### src/rtl/mic1_io_bridge_if.sv
// rtl/mic1_io_bridge_if.sv - mic1 data port, memory port A and host character streams
interface mic1_io_bridge_if;
   logic        cpu_read;
   logic        cpu_write;
   logic [31:0] cpu_addr;
   logic [31:0] cpu_wdata;
   logic [31:0] cpu_rdata;
   logic        mem_read;
   logic        mem_write;
   logic [31:0] mem_rdata;
   logic        rx_valid;
   logic [7:0]  rx_data;
   logic        rx_ready;
   logic        tx_valid;
   logic [7:0]  tx_data;
   logic        tx_ready;

   // Bridge side
   modport slave (
      input  cpu_read, cpu_write, cpu_addr, cpu_wdata,
      output cpu_rdata,
      output mem_read, mem_write,
      input  mem_rdata,
      input  rx_valid, rx_data,
      output rx_ready,
      output tx_valid, tx_data,
      input  tx_ready
   );

   // CPU / memory / host side
   modport master (
      output cpu_read, cpu_write, cpu_addr, cpu_wdata,
      input  cpu_rdata,
      input  mem_read, mem_write,
      output mem_rdata,
      output rx_valid, rx_data,
      input  rx_ready,
      input  tx_valid, tx_data,
      output tx_ready
   );
endinterface

### src/rtl/mic1_io_bridge.sv
// rtl/mic1_io_bridge.sv - memory-mapped character IO bridge between mic1 and a host stream
module mic1_io_bridge #(
   parameter int unsigned RX_DEPTH  = 4,
   parameter int unsigned TX_DEPTH  = 4,
   parameter logic [31:0] DATA_ADDR = 32'hFFFFFFFD,
   parameter logic [31:0] STAT_ADDR = 32'hFFFFFFFC
) (
   input logic               clk,
   input logic               reset,
   mic1_io_bridge_if.slave   bus
);

   localparam int unsigned RX_AW = $clog2(RX_DEPTH);
   localparam int unsigned TX_AW = $clog2(TX_DEPTH);
   localparam logic [RX_AW:0] RX_FULL_CNT = (RX_AW + 1)'(RX_DEPTH);
   localparam logic [TX_AW:0] TX_FULL_CNT = (TX_AW + 1)'(TX_DEPTH);

   // Storage and state
   logic [7:0]       rx_mem_q [RX_DEPTH];
   logic [7:0]       tx_mem_q [TX_DEPTH];
   logic [RX_AW-1:0] rx_wr_q, rx_wr_d, rx_rd_q, rx_rd_d;
   logic [TX_AW-1:0] tx_wr_q, tx_wr_d, tx_rd_q, tx_rd_d;
   logic [RX_AW:0]   rx_cnt_q, rx_cnt_d;
   logic [TX_AW:0]   tx_cnt_q, tx_cnt_d;
   logic             rx_ovf_q, rx_ovf_d;
   logic             tx_drop_q, tx_drop_d;
   logic             io_sel_q, io_sel_d;
   logic [31:0]      rdata_q, rdata_d;

   // Decode and flow-control terms
   logic        hit_data, hit_stat, io_hit;
   logic        data_rd, stat_rd, data_wr, stat_wr;
   logic        rx_full, rx_empty, tx_full, tx_empty;
   logic        rx_push, rx_pop, tx_push, tx_pop;
   logic [31:0] status;
   logic        unused_wdata;

   assign hit_data = (bus.cpu_addr == DATA_ADDR);
   assign hit_stat = (bus.cpu_addr == STAT_ADDR);
   assign io_hit   = hit_data | hit_stat;

   // A simultaneous read and write at an IO address behaves as a write only.
   assign data_wr = bus.cpu_write & hit_data;
   assign stat_wr = bus.cpu_write & hit_stat;
   assign data_rd = bus.cpu_read & ~bus.cpu_write & hit_data;
   assign stat_rd = bus.cpu_read & ~bus.cpu_write & hit_stat;

   assign bus.mem_read  = bus.cpu_read  & ~io_hit;
   assign bus.mem_write = bus.cpu_write & ~io_hit;

   assign rx_full  = (rx_cnt_q == RX_FULL_CNT);
   assign rx_empty = (rx_cnt_q == '0);
   assign tx_full  = (tx_cnt_q == TX_FULL_CNT);
   assign tx_empty = (tx_cnt_q == '0);

   // RX pushes are refused while full, so a same-cycle pop on a full RX only drains.
   assign rx_push = bus.rx_valid & ~rx_full;
   assign rx_pop  = data_rd & ~rx_empty;
   assign tx_push = data_wr & ~tx_full;
   assign tx_pop  = ~tx_empty & bus.tx_ready;

   assign bus.rx_ready  = ~rx_full;
   assign bus.tx_valid  = ~tx_empty;
   assign bus.tx_data   = tx_empty ? 8'h00 : tx_mem_q[tx_rd_q];
   assign bus.cpu_rdata = io_sel_q ? rdata_q : bus.mem_rdata;

   assign status = {27'b0, tx_drop_q, tx_empty, rx_ovf_q, tx_full, ~rx_empty};

   assign unused_wdata = ^{bus.cpu_wdata[31:8], bus.cpu_wdata[3], bus.cpu_wdata[1:0]};

   // Next-state for pointers, counts, sticky flags and the read-data register
   always_comb begin
      rx_wr_d   = rx_wr_q;
      rx_rd_d   = rx_rd_q;
      rx_cnt_d  = rx_cnt_q;
      tx_wr_d   = tx_wr_q;
      tx_rd_d   = tx_rd_q;
      tx_cnt_d  = tx_cnt_q;
      rx_ovf_d  = rx_ovf_q;
      tx_drop_d = tx_drop_q;
      io_sel_d  = data_rd | stat_rd;
      rdata_d   = rdata_q;

      if (rx_push) rx_wr_d = rx_wr_q + 1'b1;
      if (rx_pop)  rx_rd_d = rx_rd_q + 1'b1;
      case ({rx_push, rx_pop})
         2'b10:   rx_cnt_d = rx_cnt_q + 1'b1;
         2'b01:   rx_cnt_d = rx_cnt_q - 1'b1;
         default: rx_cnt_d = rx_cnt_q;
      endcase

      if (tx_push) tx_wr_d = tx_wr_q + 1'b1;
      if (tx_pop)  tx_rd_d = tx_rd_q + 1'b1;
      case ({tx_push, tx_pop})
         2'b10:   tx_cnt_d = tx_cnt_q + 1'b1;
         2'b01:   tx_cnt_d = tx_cnt_q - 1'b1;
         default: tx_cnt_d = tx_cnt_q;
      endcase

      // Clears come first so a fresh event in the same cycle still sticks.
      if (stat_wr && bus.cpu_wdata[2]) rx_ovf_d  = 1'b0;
      if (stat_wr && bus.cpu_wdata[4]) tx_drop_d = 1'b0;
      if (bus.rx_valid && rx_full)     rx_ovf_d  = 1'b1;
      if (data_wr && tx_full)          tx_drop_d = 1'b1;

      if (stat_rd)
         rdata_d = status;
      else if (data_rd)
         rdata_d = rx_empty ? 32'h0 : {24'b0, rx_mem_q[rx_rd_q]};
   end

   // State registers; FIFO storage itself needs no reset since counts gate it
   always_ff @(posedge clk) begin
      if (rx_push) rx_mem_q[rx_wr_q] <= bus.rx_data;
      if (tx_push) tx_mem_q[tx_wr_q] <= bus.cpu_wdata[7:0];
      if (reset) begin
         rx_wr_q   <= '0;
         rx_rd_q   <= '0;
         rx_cnt_q  <= '0;
         tx_wr_q   <= '0;
         tx_rd_q   <= '0;
         tx_cnt_q  <= '0;
         rx_ovf_q  <= 1'b0;
         tx_drop_q <= 1'b0;
         io_sel_q  <= 1'b0;
         rdata_q   <= 32'h0;
      end else begin
         rx_wr_q   <= rx_wr_d;
         rx_rd_q   <= rx_rd_d;
         rx_cnt_q  <= rx_cnt_d;
         tx_wr_q   <= tx_wr_d;
         tx_rd_q   <= tx_rd_d;
         tx_cnt_q  <= tx_cnt_d;
         rx_ovf_q  <= rx_ovf_d;
         tx_drop_q <= tx_drop_d;
         io_sel_q  <= io_sel_d;
         rdata_q   <= rdata_d;
      end
   end

endmodule
### src/flat_wrapper.sv
// flat-port wrapper written by rule: the top's interface ports become plain ports
module mic1_io_bridge_flat 
#(
   parameter int unsigned RX_DEPTH  = 4,
   parameter int unsigned TX_DEPTH  = 4,
   parameter logic [31:0] DATA_ADDR = 32'hFFFFFFFD,
   parameter logic [31:0] STAT_ADDR = 32'hFFFFFFFC
)
  (clk, reset, bus_cpu_read, bus_cpu_write, bus_cpu_addr, bus_cpu_wdata, bus_cpu_rdata, bus_mem_read, bus_mem_write, bus_mem_rdata, bus_rx_valid, bus_rx_data, bus_rx_ready, bus_tx_valid, bus_tx_data, bus_tx_ready);
  mic1_io_bridge_if bus_i ();
  input logic clk;
  input logic reset;
  input wire logic [$bits(bus_i.cpu_read)-1:0] bus_cpu_read;
  input wire logic [$bits(bus_i.cpu_write)-1:0] bus_cpu_write;
  input wire logic [$bits(bus_i.cpu_addr)-1:0] bus_cpu_addr;
  input wire logic [$bits(bus_i.cpu_wdata)-1:0] bus_cpu_wdata;
  output wire logic [$bits(bus_i.cpu_rdata)-1:0] bus_cpu_rdata;
  output wire logic [$bits(bus_i.mem_read)-1:0] bus_mem_read;
  output wire logic [$bits(bus_i.mem_write)-1:0] bus_mem_write;
  input wire logic [$bits(bus_i.mem_rdata)-1:0] bus_mem_rdata;
  input wire logic [$bits(bus_i.rx_valid)-1:0] bus_rx_valid;
  input wire logic [$bits(bus_i.rx_data)-1:0] bus_rx_data;
  output wire logic [$bits(bus_i.rx_ready)-1:0] bus_rx_ready;
  output wire logic [$bits(bus_i.tx_valid)-1:0] bus_tx_valid;
  output wire logic [$bits(bus_i.tx_data)-1:0] bus_tx_data;
  input wire logic [$bits(bus_i.tx_ready)-1:0] bus_tx_ready;
  assign bus_i.cpu_read = bus_cpu_read;
  assign bus_i.cpu_write = bus_cpu_write;
  assign bus_i.cpu_addr = bus_cpu_addr;
  assign bus_i.cpu_wdata = bus_cpu_wdata;
  assign bus_cpu_rdata = bus_i.cpu_rdata;
  assign bus_mem_read = bus_i.mem_read;
  assign bus_mem_write = bus_i.mem_write;
  assign bus_i.mem_rdata = bus_mem_rdata;
  assign bus_i.rx_valid = bus_rx_valid;
  assign bus_i.rx_data = bus_rx_data;
  assign bus_rx_ready = bus_i.rx_ready;
  assign bus_tx_valid = bus_i.tx_valid;
  assign bus_tx_data = bus_i.tx_data;
  assign bus_i.tx_ready = bus_tx_ready;
  mic1_io_bridge #(.RX_DEPTH(RX_DEPTH), .TX_DEPTH(TX_DEPTH), .DATA_ADDR(DATA_ADDR), .STAT_ADDR(STAT_ADDR)) u_core (.clk(clk), .reset(reset), .bus(bus_i));
endmodule
### config.mk
export PLATFORM = sky130hd
export DESIGN_NAME = mic1_io_bridge_flat
export DESIGN_NICKNAME = d
export VERILOG_FILES = /design/src/rtl/mic1_io_bridge_if.sv /design/src/rtl/mic1_io_bridge.sv /design/src/flat_wrapper.sv
export SDC_FILE = /design/constraint.sdc
export NUM_CORES = 1
export LEC_CHECK = 0
export ABC_AREA = 1
export BUFFER_PORTS_ARGS = -buffer_cell sky130_fd_sc_hd__clkbuf_2
export CELL_PAD_IN_SITES_DETAIL_PLACEMENT = 0
export CELL_PAD_IN_SITES_GLOBAL_PLACEMENT = 1
export CORE_ASPECT_RATIO = 1.5
export CORE_MARGIN = 2
export CORE_UTILIZATION = 37
export CTS_BUF_LIST = sky130_fd_sc_hd__clkbuf_16
export DETAILED_ROUTE_END_ITERATION = 7
export HOLD_SLACK_MARGIN = 0.05
export PLACE_DENSITY_LB_ADDON = 0.1
export RECOVER_POWER = 25
export SYNTH_ARGS = -nofsm -noshare
export SYNTH_HDL_FRONTEND = slang
export SYNTH_SLANG_ARGS = --single-unit
### constraint.sdc
create_clock -name clk -period 2.5 [get_ports clk]
set_clock_uncertainty 0.2 [all_clocks]
set_input_delay 0.125 -clock clk [delete_from_list [all_inputs] [get_ports clk]]
set_output_delay 0.125 -clock clk [all_outputs]
set_load 0.02 [all_outputs]
-- Word-level counts from Yosys, hierarchy flattened
Memories as Yosys holds them, arrays and structs flattened. A register that Yosys moved wholly into a read port is not among the register bits.
Index checks and enable logic that the tools add are counted.
- register bits after elaboration: 25
- RAM bits: 64
- bits of input ports: 110
- output and inout port bits: 44
- word-level logic and storage cells: 79
- memories kept: 2
- $add $sub $neg: 8
- eq/ne operators: 8
- mux-type cells: 19
- bitwise operators: 19
- reductions and logical operators: 12
- memories (name ; words ; width ; read ports ; clocked after Yosys merged registers in ; wr ports ; RTL line ; text):
    u_core.rx_mem_q ; 4 ; 8 ; 1 ; 1 ; 1 ; mic1_io_bridge.sv:19 ; logic [7:0] rx_mem_q [RX_DEPTH];
    u_core.tx_mem_q ; 4 ; 8 ; 1 ; 1 ; 1 ; mic1_io_bridge.sv:20 ; logic [7:0] tx_mem_q [TX_DEPTH];
- operator list (kind ; number):
    32-bit == test (second input constant) ; 2
    32-bit two-way mux ; 1
    8-bit two-way mux ; 2
    3-bit one-hot mux with 2 select lines ; 2
    1-bit AND ; 11
    5-bit two-way mux ; 2
    2-bit nonzero test ; 5
    2-bit by 1-bit adder with 2-bit output (second input constant) ; 4
    1-bit two-way mux ; 8
    2-bit two-way mux ; 4
    3-bit by 1-bit adder with 3-bit output (second input constant) ; 2
    3-bit == test (second input constant) ; 2
    3-bit logical NOT ; 2
    1-bit NOT ; 6
    3-bit by 1-bit subtractor with 3-bit output (second input constant) ; 2
    2-bit by 1-bit == test with 1-bit output (second input constant) ; 2
    2-bit == test (second input constant) ; 2
    1-bit logical AND ; 4
    1-bit OR ; 2
    2-bit OR reduction ; 1

-- Depth between registers and ports, before layout
Gate-level depths: netlist of the first run.
- word-level depth: 6
- mapped depth: 14
- depth with buffers taken out: 14

-- Least setup slack after synthesis of the first run
OpenSTA, ideal clock, no wires.
- path type: reg2reg
- start: register u_core.rx_cnt_q[0]
- end: register u_core.rx_cnt_q[2]
- setup time: 0.122 ns
- arrival: 1.925 ns
- required time: 2.178 ns
- slack: 0.253 ns
- cell stages (with the launch flop): 11
- path buffers: 0
- period minus slack after synthesis: 2.247 ns
- cells stage by stage: dfxtp_1 inv_1 nand3_1 nand2_1 ha_1 inv_1 fa_1 a21oi_1 o21ai_0 o21ai_0 a21oi_1
- cells in the longest elaborated chain, start to end: 5
- elaborated cells on any way between the ends: 12
- classes of those cells: 2 x add/sub; 3 x eq/ne; 1 x mux; 4 x bitwise; 2 x reduce/logical
- ends and longest elaborated chain (element ; RTL line ; text):
    start, declared ; mic1_io_bridge.sv:23 ; logic [RX_AW:0] rx_cnt_q, rx_cnt_d;
    start signal, assigned ; mic1_io_bridge.sv:130 ; rx_cnt_q <= rx_cnt_d;
    3-bit == test * ; mic1_io_bridge.sv:51 ; assign rx_full = (rx_cnt_q == RX_FULL_CNT);
    1-bit NOT * ; -- ;
    net bus_rx_ready ; flat_wrapper.sv:23 ; output wire logic [$bits(bus_i.rx_ready)-1:0] bus_rx_ready;
    1-bit AND * ; mic1_io_bridge.sv:57 ; assign rx_push = bus.rx_valid & ~rx_full;
    2-bit by 1-bit == test with 1-bit output / 2-bit == test (equally long branches) ; mic1_io_bridge.sv:86 ; case ({rx_push, rx_pop})
    3-bit one-hot mux with 2 select lines / 2-bit nonzero test (equally long branches) ; -- ;
The timed path passes the listed nets; every way through them passes the cells marked *.
A chain may end at the register's enable or synchronous reset.

-- Final worst setup path of the first run
- start: input bus_cpu_write
- end: register u_core.rx_cnt_q[2]
- cells in the longest elaborated chain, start to end: 6
- elaborated cells on any way between the ends: 8
- classes of those cells: 2 x eq/ne; 1 x mux; 4 x bitwise; 1 x reduce/logical
- ends and longest elaborated chain (element ; RTL line ; text):
    start, declared ; flat_wrapper.sv:14 ; input wire logic [$bits(bus_i.cpu_write)-1:0] bus_cpu_write;
    1-bit NOT * ; mic1_io_bridge.sv:45 ; assign data_rd = bus.cpu_read & ~bus.cpu_write & hit_data;
    1-bit AND * (2 in a row) ; mic1_io_bridge.sv:45 ;
    1-bit AND * ; mic1_io_bridge.sv:58 ; assign rx_pop = data_rd & ~rx_empty;
    net u_core.rx_pop ; mic1_io_bridge.sv:34 ; logic rx_push, rx_pop, tx_push, tx_pop;
    2-bit by 1-bit == test with 1-bit output / 2-bit == test (equally long branches) ; mic1_io_bridge.sv:86 ;
    3-bit one-hot mux with 2 select lines / 2-bit nonzero test (equally long branches) ; -- ;
Marked as above.

==> results of run 1 <==
[area by class of cell]
type                       instances  area share
sequential                        93       0.436
clock buffer                       9      0.0392
timing repair buffer             169       0.171
inverter                          60      0.0392
tap                              150      0.0327
multi-input combinational        305       0.274
clock inverter                     7     0.00741
[metrics by stage]
stage,setup WS (ns),power [mW],instance area (µm²)
finish,0.217,3.18,5740
CTS,0.0755,3.23,5750
floorplan,0.253,1.86,4360
global route,0.0293,3.35,5740
global placement,0.145,1.99,5270
detailed placement,0.105,2.00,5270
[registers in the layout, indices dropped and copies added (netlist names), named ones only]
| name | count |
|---|---|
| u_core.rx_cnt_q | 3 |
| u_core.rx_wr_q | 2 |
| u_core.tx_cnt_q | 3 |
| u_core.tx_wr_q | 2 |
| u_core.rdata_q | 8 |
| u_core.rx_mem_q | 32 |
| u_core.io_sel_q | 1 |
| u_core.tx_rd_q | 2 |
| u_core.tx_mem_q | 32 |
| u_core.rx_ovf_q | 1 |
| u_core.tx_drop_q | 1 |
| u_core.rx_rd_q | 2 |
[worst register-to-register path, delay by kind of cell (launching register included)]
kind	cells	cell delay, ns
AO/OA/AOI/OAI	4	0.47
flip-flops	1	0.37
buffers and inverters	2	0.17
adder cells (fa/ha/maj)	2	0.55
AND/OR/NAND/NOR	2	0.35
[placed cells by master (no fill, tap or decap), drive strengths merged]
cell / synthesis / layout
o21ai: 43 / 43
ha: 10 / 10
edfxtp: 64 / 64
clkbuf: 7 / 138
o22ai: 3 / 3
dfxtp: 29 / 29
fa: 2 / 2
dlygate4sd3: 0 / 21
nor2: 116 / 116
mux2: 8 / 8
a21oi: 38 / 38
nand2: 58 / 58
buf: 7 / 19
o211a: 1 / 1
clkinv: 0 / 5
clkinvlp: 0 / 2
o22a: 1 / 1
nor3: 5 / 5
nand3: 12 / 12
inv: 60 / 60
nand4: 8 / 8
[cell families after synthesis]
group | Yosys count | share of synthesized area
mux | 8 | 0.0207
compound gates | 86 | 0.103
buf+inv | 74 | 0.0672
simple gates | 199 | 0.197
fa+ha+maj | 12 | 0.0379
flops | 93 | 0.574
[routing by layer]
metal,GRT usage,up-vias,routed length (µm)
met3,0.0330,11,305
li1,-,1892,-
met2,0.328,57,5840
met4,0.0629,0,150
met1,0.163,1652,3700
met5,0,-,0
[power by group through the flow]
stage / clock network [mW] / logic, mW / registers [mW]
2_1_floorplan: 0 / 0.139 / 1.72
3_3_place_gp: 0 / 0.275 / 1.72
3_5_place_dp: 0 / 0.280 / 1.72
4_1_cts: 1.24 / 0.306 / 1.68
5_1_grt: 1.32 / 0.337 / 1.69
6_report: 1.20 / 0.298 / 1.68
[what timing repair did]
action,CTS,global route
resized for setup,0,2
endpoints found under the hold margin,81,0
hold buffers,21,0
setup endpoints to repair,0,1
[worst min path at each step]
| stage | startpoint | endpoint | slack (ns) | cells after the start |
|---|---|---|---|---|
| floorplan | reset | u_core.tx_wr_q[0] | -0.006 | 1 |
| global placement | bus_rx_data[4] | u_core.rx_mem_q[1][4] | 0.13 | 1 |
| detailed placement | bus_rx_data[4] | u_core.rx_mem_q[2][4] | 0.14 | 1 |
| CTS | bus_cpu_addr[0] | u_core.rdata_q[1] | 0.16 | 8 |
| global route | bus_cpu_addr[1] | u_core.rdata_q[1] | 0.20 | 8 |
| finish | bus_cpu_addr[1] | flip-flop | 0.17 | 6 |
==> metrics list, run 1 <==
* Largest net degree at the start of global routing: 23
- Vias in the first global route: 3541
- The tree is rooted in a sky130_fd_sc_hd__clkbuf_16.
- Largest area contributor in the synthesized netlist: sky130_fd_sc_hd__edfxtp_1
* Overall via count from detail_route: 3612
- Layout filler cell count: 1137
- Via-per-instance ratio: 4.55
- Static leakage power: 2.46 nW
- Number of post-CTS setup repair buffers: 0
- The slowest stage of the critical path is the sky130_fd_sc_hd__dlygate4sd3_1 cell.
* Clock latency at the later pin of the worst-skew pair: 0.33 ns
- Worst hold path class: primary input to flip-flop
* Outcome: finished clean
- The share of total power dissipated in sequential elements is 0.529.
* Path type of the worst setup path: primary input to flip-flop
* Wire length of the first global-routing pass: 16.2 mm
* WHS: 0.175 ns
- Sw frac: 0.223
* Remaining antenna violation count: 0
- The share of total power dissipated in the clock network is 0.377.
- Final design utilization: 0.498
* Starting DRC count in detailed routing: 120
- HPWL Detailed: 7.73 mm
* Net count after synthesis: 594
* Multi-input gate area: 1580 µm²
* Netlist area before placement: 4360 µm²
* Boundary pin count: 154
* CTS H-tree lvls: 3
- Combined flip-flop and latch cell area: 2500 µm²
- Number of synthesized register bits: 93
- Initial cell density of the core: 0.378
- For this run, the post-layout net count is 760.
- In this run the worst setup path terminates at u_core.rx_cnt_q[2].
- The longest clock path from root to sink contains 2 buffers.
- Setup repair after global routing left no endpoint under its margin.
* Gp weighted congestion: 0.748
* Period minus WS final: 2.28 ns
- Sum of negative setup slack: 0 ns
- Required time worst endpoint: 2.52 ns
- The area growth from synthesis to layout is 31.7%.
- Yosys instantiated no cell more often than sky130_fd_sc_hd__nor2_1.
- Number of placed cells counting well taps: 756
* Pwr per Cell Area: 555 nW/µm²
* Max FO, Critical Path: 3
- Worst path bufs/invs: 3
- Of the available clock period, the critical path in the final layout requires 0.913.
- Top flip-flop cell by instance count after synthesis: sky130_fd_sc_hd__edfxtp_1
- The die is 92.6 µm wide.
- Highest ir drop seen on vdd: 0.448 mV
- Clk pin slew, worst setup/hold paths: 0.06 ns
- Of the cells placed in the final design, the portion with a size suffix greater than 1 is 0.271.
- The first TritonRoute pass finished after 4 iterations.
- The most critical setup path has its startpoint at bus_cpu_write.
* Die Outline Area: 12700 µm²
* Combinational share of power: 0.094
- Critical path startpoint category: primary input
- In this run the standard cell core region covers 11500 µm².
* Worst-case register-to-register setup slack: 0.28 ns
- In this run the tightest slew margin relative to its limit is 0.570.
- Remaining global-route overflow: 0
- Post-detailed-routing wire length: 10.0 mm
- The finished layout holds 793 standard cells, fillers aside.
- The number of hold violations in the final report was 0.
* Family with the most delay on the worst path: buffers and inverters
- Of the post-synthesis cell area, the dominant cell type holds 0.441.
- The number of different library cells used by synthesis comes to 32.
- CTS tree: yes
- Average wire per standard cell: 12.6 µm
* Clock sink count: 93
- Mapped Avg Cell Area: 9.24 µm²
- Number of enable flip-flop cells after synthesis: 64
- The worst register-to-register path ends at u_core.tx_cnt_q[2].
- Setup violations remaining at the end of the flow were counted as 0.
- Post-synthesis instance total: 472
- Number of antenna violations at the first check in global routing: 0
- Reg-to-reg startpoint: u_core.tx_cnt_q[1]
* Critical Path AT: 2.30 ns
- Number of diodes: 0
- Max_cap viols: 0
- GRT Util Overall: 0.164
- The die is 137 µm tall.
* Site Rows: 48
- Internal power contribution: 2.47 mW
* Quantity of I/O buffers inserted on ports: 129
- For this run, the slowest stage of the critical path takes 0.54 ns.
- At the pin with the least slew margin, the transition time is 0.644 ns.
* Proportion of register bits with asynchronous set or reset after synthesis: 0
- Cell types with the largest area share after synthesis: sky130_fd_sc_hd__edfxtp_1, sky130_fd_sc_hd__dfxtp_1, sky130_fd_sc_hd__nor2_1
- Cell types with the highest counts after synthesis: sky130_fd_sc_hd__nor2_1, sky130_fd_sc_hd__edfxtp_1, sky130_fd_sc_hd__inv_1
* Number of cells traversed by the worst register-to-register path: 10
* Maximum clock frequency: 438 MHz
- Sequential share of the synthesized area: 0.574
* Yosys synthesis warning count: 0
* Num CTS Buffers: 9
- The critical path goes through dlygate4sd3_1 -> clkbuf_2 -> nor2_1 -> nand3_4 -> nor2_8 -> ha_1 -> inv_1 -> fa_1 -> a21oi_1 -> o21ai_0 -> o21ai_0 -> a21oi_1.
- Crit end category: flip-flop
* Remaining design rule violation count: 0
* Number of max-slew violations in the final report: 0
- Stages on worst setup path: 12
* Net Sw Power: 0.711 mW
(Power assumes the default switching activity.)
==> run 2: changes to the inputs <==
--- a/config.mk
+++ b/config.mk
@@ -16,7 +16,6 @@
 export DETAILED_ROUTE_END_ITERATION = 7
 export HOLD_SLACK_MARGIN = 0.05
 export PLACE_DENSITY_LB_ADDON = 0.1
-export RECOVER_POWER = 25
 export SYNTH_ARGS = -nofsm -noshare
 export SYNTH_HDL_FRONTEND = slang
 export SYNTH_SLANG_ARGS = --single-unit
==> metrics list, run 2 (synthesis results as in run 1) <==
- Outcome: finished clean
* Remaining design rule violation count: 0
- Via-per-instance ratio: 4.53
* Post-detailed-routing wire length: 9.98 mm
* Critical path startpoint category: primary input
- Boundary pin count: 154
* Number of max-slew violations in the final report: 0
- Dividing the final minimum period by the clock period gives 0.913.
* WHS: 0.175 ns
- Quantity of I/O buffers inserted on ports: 129
* Clock sink count: 93
- Crit end category: flip-flop
* Die Outline Area: 12700 µm²
- CP Launch Point: bus_cpu_write
* Slew at the pin closest to its max-slew limit: 0.644 ns
* Sum of negative setup slack: 0 ns
* Num CTS Buffers: 9
- For this configuration, the core starts out at a cell density of 0.378.
* Starting DRC count in detailed routing: 124
- Reg-to-Reg End: u_core.tx_cnt_q[2]
- Vias in the first global route: 3541
- Remaining global-route overflow: 0
- Finish-stage setup viols: 0
* Max FO, Critical Path: 3
* Maximum clock frequency: 438 MHz
- Largest net degree at the start of global routing: 23
- Wire length of the first global-routing pass: 16.2 mm
* Number of diodes: 0
* Required time worst endpoint: 2.52 ns
- Remaining antenna violation count: 0
* Site Rows: 48
* Signed area change from the synthesized netlist to the final layout: 32.1%
- Largest registers ranked by flip-flop count: u_core.rx_mem_q x32, u_core.tx_mem_q x32, u_core.rdata_q x8
* HPWL Detailed: 7.73 mm
- Slowest cell on the critical path: sky130_fd_sc_hd__dlygate4sd3_1
- Most common library cell in the layout ignoring fill and taps: sky130_fd_sc_hd__clkbuf_2
* Most frequent cells in the layout: sky130_fd_sc_hd__clkbuf_2, sky130_fd_sc_hd__nor2_1, sky130_fd_sc_hd__edfxtp_1, sky130_fd_sc_hd__inv_1, sky130_fd_sc_hd__nand2_1
* Final design utilization: 0.499
* Average wire per standard cell: 12.6 µm
- The smallest clock period supported by the final layout is computed as 2.28 ns.
- For this run, the slowest stage of the critical path takes 0.54 ns.
- Net total in the final layout: 760
* Share of final-layout standard cells stronger than drive strength 1: 0.291
- The clock passes through at most 2 buffers.
* Pwr per Cell Area: 553 nW/µm²
- Worst-case register-to-register setup slack: 0.28 ns
* Reg-to-reg startpoint: u_core.tx_cnt_q[1]
- Die W: 92.6 µm
* Worst hold path depth: 6
- In the global route stage, overall resource usage came out at 0.164.
- Path type of the worst setup path: primary input to flip-flop
- Normalized max-slew margin: 0.570
* Die boundary height: 137 µm
* CTS tree: yes
- The worst hold path belongs to the class primary input to flip-flop.
- Data arrives at the worst endpoint at 2.30 ns.
- Number of antenna violations at the first check in global routing: 0
* Clk pin slew, worst setup/hold paths: 0.06 ns
- Core area: 11500 µm²
- Overall via count from detail_route: 3593
* Critical hold path startpoint: bus_cpu_addr[1]
- CTS placed an instance of sky130_fd_sc_hd__clkbuf_16 at the clock tree root.
* Unrepaired setup endpoints after global routing: false
- The number of hold violations in the final report was 0.
- The worst register-to-register path has a depth of 10.
- First-pass iteration count of the detailed router: 4
- Static leakage power: 2.49 nW
- The worst-case IR drop observed on VDD is 0.449 mV.
* CTS H-tree lvls: 3
* Gp weighted congestion: 0.748
- Clock latency at the later pin of the worst-skew pair: 0.33 ns
- Walking the worst path, the cells encountered are dlygate4sd3_1 -> clkbuf_2 -> nor2_1 -> nand3_4 -> nor2_8 -> ha_1 -> inv_1 -> fa_1 -> a21oi_1 -> o21ai_0 -> o21ai_0 -> a21oi_1.
- Max_cap viols: 0
==> run 2: cell counts in the layout (fill, tap and decap cells not counted) <==
Identical to the previous run, type by type.
==> run 2: worst max-delay path, delay by kind of cell <==
| kind | cells | cell delay (ns) |
|---|---|---|
| buffers and inverters | 3 | 0.71 |
| AND/OR/NAND/NOR | 3 | 0.48 |
| adder cells (fa/ha/maj) | 2 | 0.52 |
| AO/OA/AOI/OAI | 4 | 0.45 |
==> run 2: worst max-delay path by stage <==
stage                               to
global route        u_core.rx_cnt_q[2]
detailed placement  u_core.tx_cnt_q[1]
global placement    u_core.tx_cnt_q[2]
CTS                 u_core.tx_cnt_q[2]
floorplan           u_core.rx_cnt_q[2]
finish              u_core.rx_cnt_q[2]
==> run 2: area by class of cell <==
cell class,count,area [µm²]
repair buffers,169,998
fillers,1132,5770
inverters,60,225
flip-flops and latches,93,2500
well taps,150,188
multi-input cells,305,1580
clock inverters,7,42.5
clock buffers,9,225
==> run 2: per-stage QoR <==
stage               instances  power, mW  area, µm²  setup WS [ns]
finish                    793       3.18       5760          0.217
global route              793       3.35       5760         0.0293
CTS                       793       3.23       5750         0.0755
floorplan                 472       1.86       4360          0.253
global placement          756       1.99       5270          0.145
detailed placement        756       2.00       5270          0.105
==> run 2: routing by layer <==
layer	vias to the layer above	part of all wire	global-route usage	wire length (µm)
met2	52	0.59	0.328	5840
met4	0	0.015	0.0629	150
met3	11	0.029	0.0330	293
met5	-	0	0	0
met1	1636	0.37	0.163	3690
li1	1894	-	-	-
==> run 2: where the power goes <==
part / leakage (nW) / switching, mW / total (mW) / internal, mW
combinational: 1.55 / 0.165 / 0.301 / 0.136
sequential: 0.816 / 0.0105 / 1.68 / 1.67
clock: 0.129 / 0.534 / 1.20 / 0.665
==> run 2: what timing repair did <==
action | CTS | global route
endpoints found under the setup margin | 0 | 1
resized for setup | 0 | 2
setup buffers | 0 | 0
endpoints found under the hold margin | 81 | 0
hold buffers | 21 | 0
==> run 3: changes to the inputs <==
--- a/config.mk
+++ b/config.mk
@@ -16,6 +16,7 @@
 export DETAILED_ROUTE_END_ITERATION = 7
 export HOLD_SLACK_MARGIN = 0.05
 export PLACE_DENSITY_LB_ADDON = 0.1
+export SETUP_SLACK_MARGIN = 0.3
 export SYNTH_ARGS = -nofsm -noshare
 export SYNTH_HDL_FRONTEND = slang
 export SYNTH_SLANG_ARGS = --single-unit
==> metrics list, run 3 (synthesis results as in run 1) <==
- Outcome: finished clean
- Worst hold path class: primary input to flip-flop
- Highest ir drop seen on vdd: 0.376 mV
- Largest registers ranked by flip-flop count: u_core.rx_mem_q x32, u_core.tx_mem_q x32, u_core.rdata_q x8
- Routability-driven placement finished with a final weighted congestion of 0.741.
- Relative to the synthesized area, the layout overhead comes to 34.5%.
* Most common library cell in the layout ignoring fill and taps: sky130_fd_sc_hd__clkbuf_2
* Net total in the final layout: 766
- Crit end category: flip-flop
- Number of antenna violations at the first check in global routing: 0
- The endpoint identified for the worst register-to-register timing path is u_core.tx_cnt_q[2].
- The floorplan step defined a core boundary enclosing 11500 µm².
- Slew at the pin closest to its max-slew limit: 0.511 ns
- The number of hold violations in the final report was 0.
- Die Outline Area: 12700 µm²
* Clock sink count: 93
- In the layout the commonest cells are sky130_fd_sc_hd__clkbuf_2, sky130_fd_sc_hd__nor2_1, sky130_fd_sc_hd__edfxtp_1, sky130_fd_sc_hd__nand2_1, sky130_fd_sc_hd__inv_1.
- After detailed routing, the number of vias per cell comes to 4.57.
* Part of the power in registers: 0.514
- Sum of negative setup slack: 0 ns
* Maximum cell stage delay along the critical path: 0.37 ns
- The pre-antenna-repair detailed-routing pass consisted of 4 iterations.
- Wire length of the first global-routing pass: 15.5 mm
- Critical hold path startpoint: bus_cpu_addr[1]
- Internal power contribution: 2.57 mW
* Remaining antenna violation count: 0
- In this run the critical register-to-register path is launched from u_core.tx_cnt_q[2].
* Clk pin slew, worst setup/hold paths: 0.06 ns
- In the final layout, the share of cells above drive strength 1 is 0.317.
- Of all nets on the critical path, the largest fanout is 5.
- Measured against its own limit, the worst slew margin works out to 0.659.
* Largest net degree at the start of global routing: 22
* Overall via count from detail_route: 3654
* Clock latency at the later pin of the worst-skew pair: 0.34 ns
- Counting the buffers created by CTS gives 9.
* Initial cell density of the core: 0.378
- Pwr per Cell Area: 559 nW/µm²
- At the worst endpoint, the arrival time is 2.08 ns.
- Remaining design rule violation count: 0
- Worst hold path depth: 6
- The via count of the first global-routing pass came to 3461.
* CTS tree: yes
- Unrepaired setup endpoints after global routing: false
* Number of diodes: 0
- The H-tree generated during clock tree synthesis spans 3 levels.
* Starting DRC count in detailed routing: 114
- Summed over all layers, the global routing overflow is 0.
* WHS: 0.121 ns
- Net Sw Power: 0.706 mW
- Path type of the worst setup path: flip-flop to flip-flop
- Worst-case register-to-register setup slack: 0.44 ns
- Clock Root Buffer: sky130_fd_sc_hd__clkbuf_16
- STA classifies the critical path startpoint as a flip-flop.
* Combinational share of power: 0.093
- Period minus WS final: 2.06 ns
- Most frequent CP cell: sky130_fd_sc_hd__inv_2
* Number of cells traversed by the worst register-to-register path: 11
- Final design utilization: 0.508
* Die W: 92.6 µm
- The clock passes through at most 2 buffers.
- Of the total power, the share spent switching nets is 0.215.
- Finish-stage setup viols: 0
- HPWL Detailed: 7.66 mm
- Number of max-slew violations in the final report: 0
- The count of buffers added on input and output ports is 129.
- For this run, the total global-route usage over all layers was measured as 0.159.
- Die boundary height: 137 µm
* Average wire per standard cell: 12.6 µm
- Site Rows: 48
* Fin crit share: 0.823
- Boundary pin count: 154
- Clock network fraction of design power: 0.393
- Derived from the worst setup path, the maximum achievable clock frequency is 486 MHz.
- Post-detailed-routing wire length: 10.1 mm
- At the worst endpoint, the required time is 2.53 ns.
- Max_cap viols: 0
- Traced cell by cell, the critical path runs through inv_2 -> nor3_4 -> inv_2 -> nand2_4 -> ha_4 -> inv_2 -> fa_2 -> a21oi_2 -> o21ai_2 -> o21ai_1 -> a21oi_1.
* Slowest cell on the critical path: sky130_fd_sc_hd__fa_2
- Summed over all cells, the static leakage comes to 2.55 nW.
## run 3: cell types whose count changed in the layout (fill, tap and decap cells not counted), sizes merged
| cell | delta |
|---|---|
| bufinv | +1 |
| clkinvlp | -1 |
| inv | +2 |
| clkinv | -2 |
| buf | +6 |
## run 3: layout make-up
type                       count  area, µm²
multi-input combinational    305       1620
tap                          150        188
clock inverter                 7       60.1
fill                        1134       5670
clock buffer                   9        225
inverter                      60        225
sequential                    93       2510
timing repair buffer         175       1040
## run 3: power groups by stage
stage               Combinational, mW  Sequential [mW]  Clock [mW]
finish                          0.305             1.69        1.29
global route                    0.341             1.69        1.39
CTS                             0.307             1.68        1.33
detailed placement              0.280             1.72           0
global placement                0.275             1.72           0
floorplan                       0.140             1.72           0
## run 3: worst max path at each step
stage | startpoint | endpoint | slack [ns]
2_1_floorplan | u_core.rx_cnt_q[0] | u_core.rx_cnt_q[2] | 0.31
3_3_place_gp | bus_cpu_addr[5] | u_core.rx_cnt_q[2] | 0.16
3_5_place_dp | bus_cpu_addr[5] | u_core.tx_cnt_q[1] | 0.11
4_1_cts | u_core.tx_cnt_q[2] | u_core.tx_cnt_q[2] | 0.23
5_1_grt | bus_cpu_addr[5] | u_core.tx_cnt_q[1] | 0.32
6_report | u_core.tx_cnt_q[2] | u_core.tx_cnt_q[2] | 0.44
## run 3: layer usage
metal / vias to the layer above / wire, µm / GRT usage / part of all wire
met1: 1663 / 3660 / 0.152 / 0.36
met4: 0 / 264 / 0.0850 / 0.026
li1: 1908 / - / - / -
met5: - / 0 / 0 / 0
met3: 20 / 265 / 0.0215 / 0.026
met2: 63 / 5890 / 0.320 / 0.58
## run 3: what timing repair did
| action | 4_1_cts | 5_1_grt |
|---|---|---|
| setup endpoints to repair | 11 | 3 |
| gates cloned | 0 | 0 |
| endpoints found under the hold margin | 81 | 0 |
| pin swaps | 0 | 5 |
| setup buffers | 0 | 5 |
| hold buffers | 21 | 0 |
| gates resized for setup | 3 | 17 |
## run 3: per-stage QoR
step	setup WS, ns	cells	power [mW]	area (µm²)
3_3_place_gp	0.156	757	1.99	5280
6_report	0.443	799	3.28	5860
4_1_cts	0.233	794	3.32	5780
2_1_floorplan	0.308	472	1.86	4360
3_5_place_dp	0.114	757	2.00	5280
5_1_grt	0.324	799	3.42	5860
## run 3: worst max-delay path: cells and delay by family (launching register included)
family                   cells  cell delay (ns)
AO/OA/AOI/OAI                4             0.39
AND/OR/NAND/NOR              2             0.32
adder cells (fa/ha/maj)      2             0.50
flip-flops                   1             0.34
buffers and inverters        3             0.18
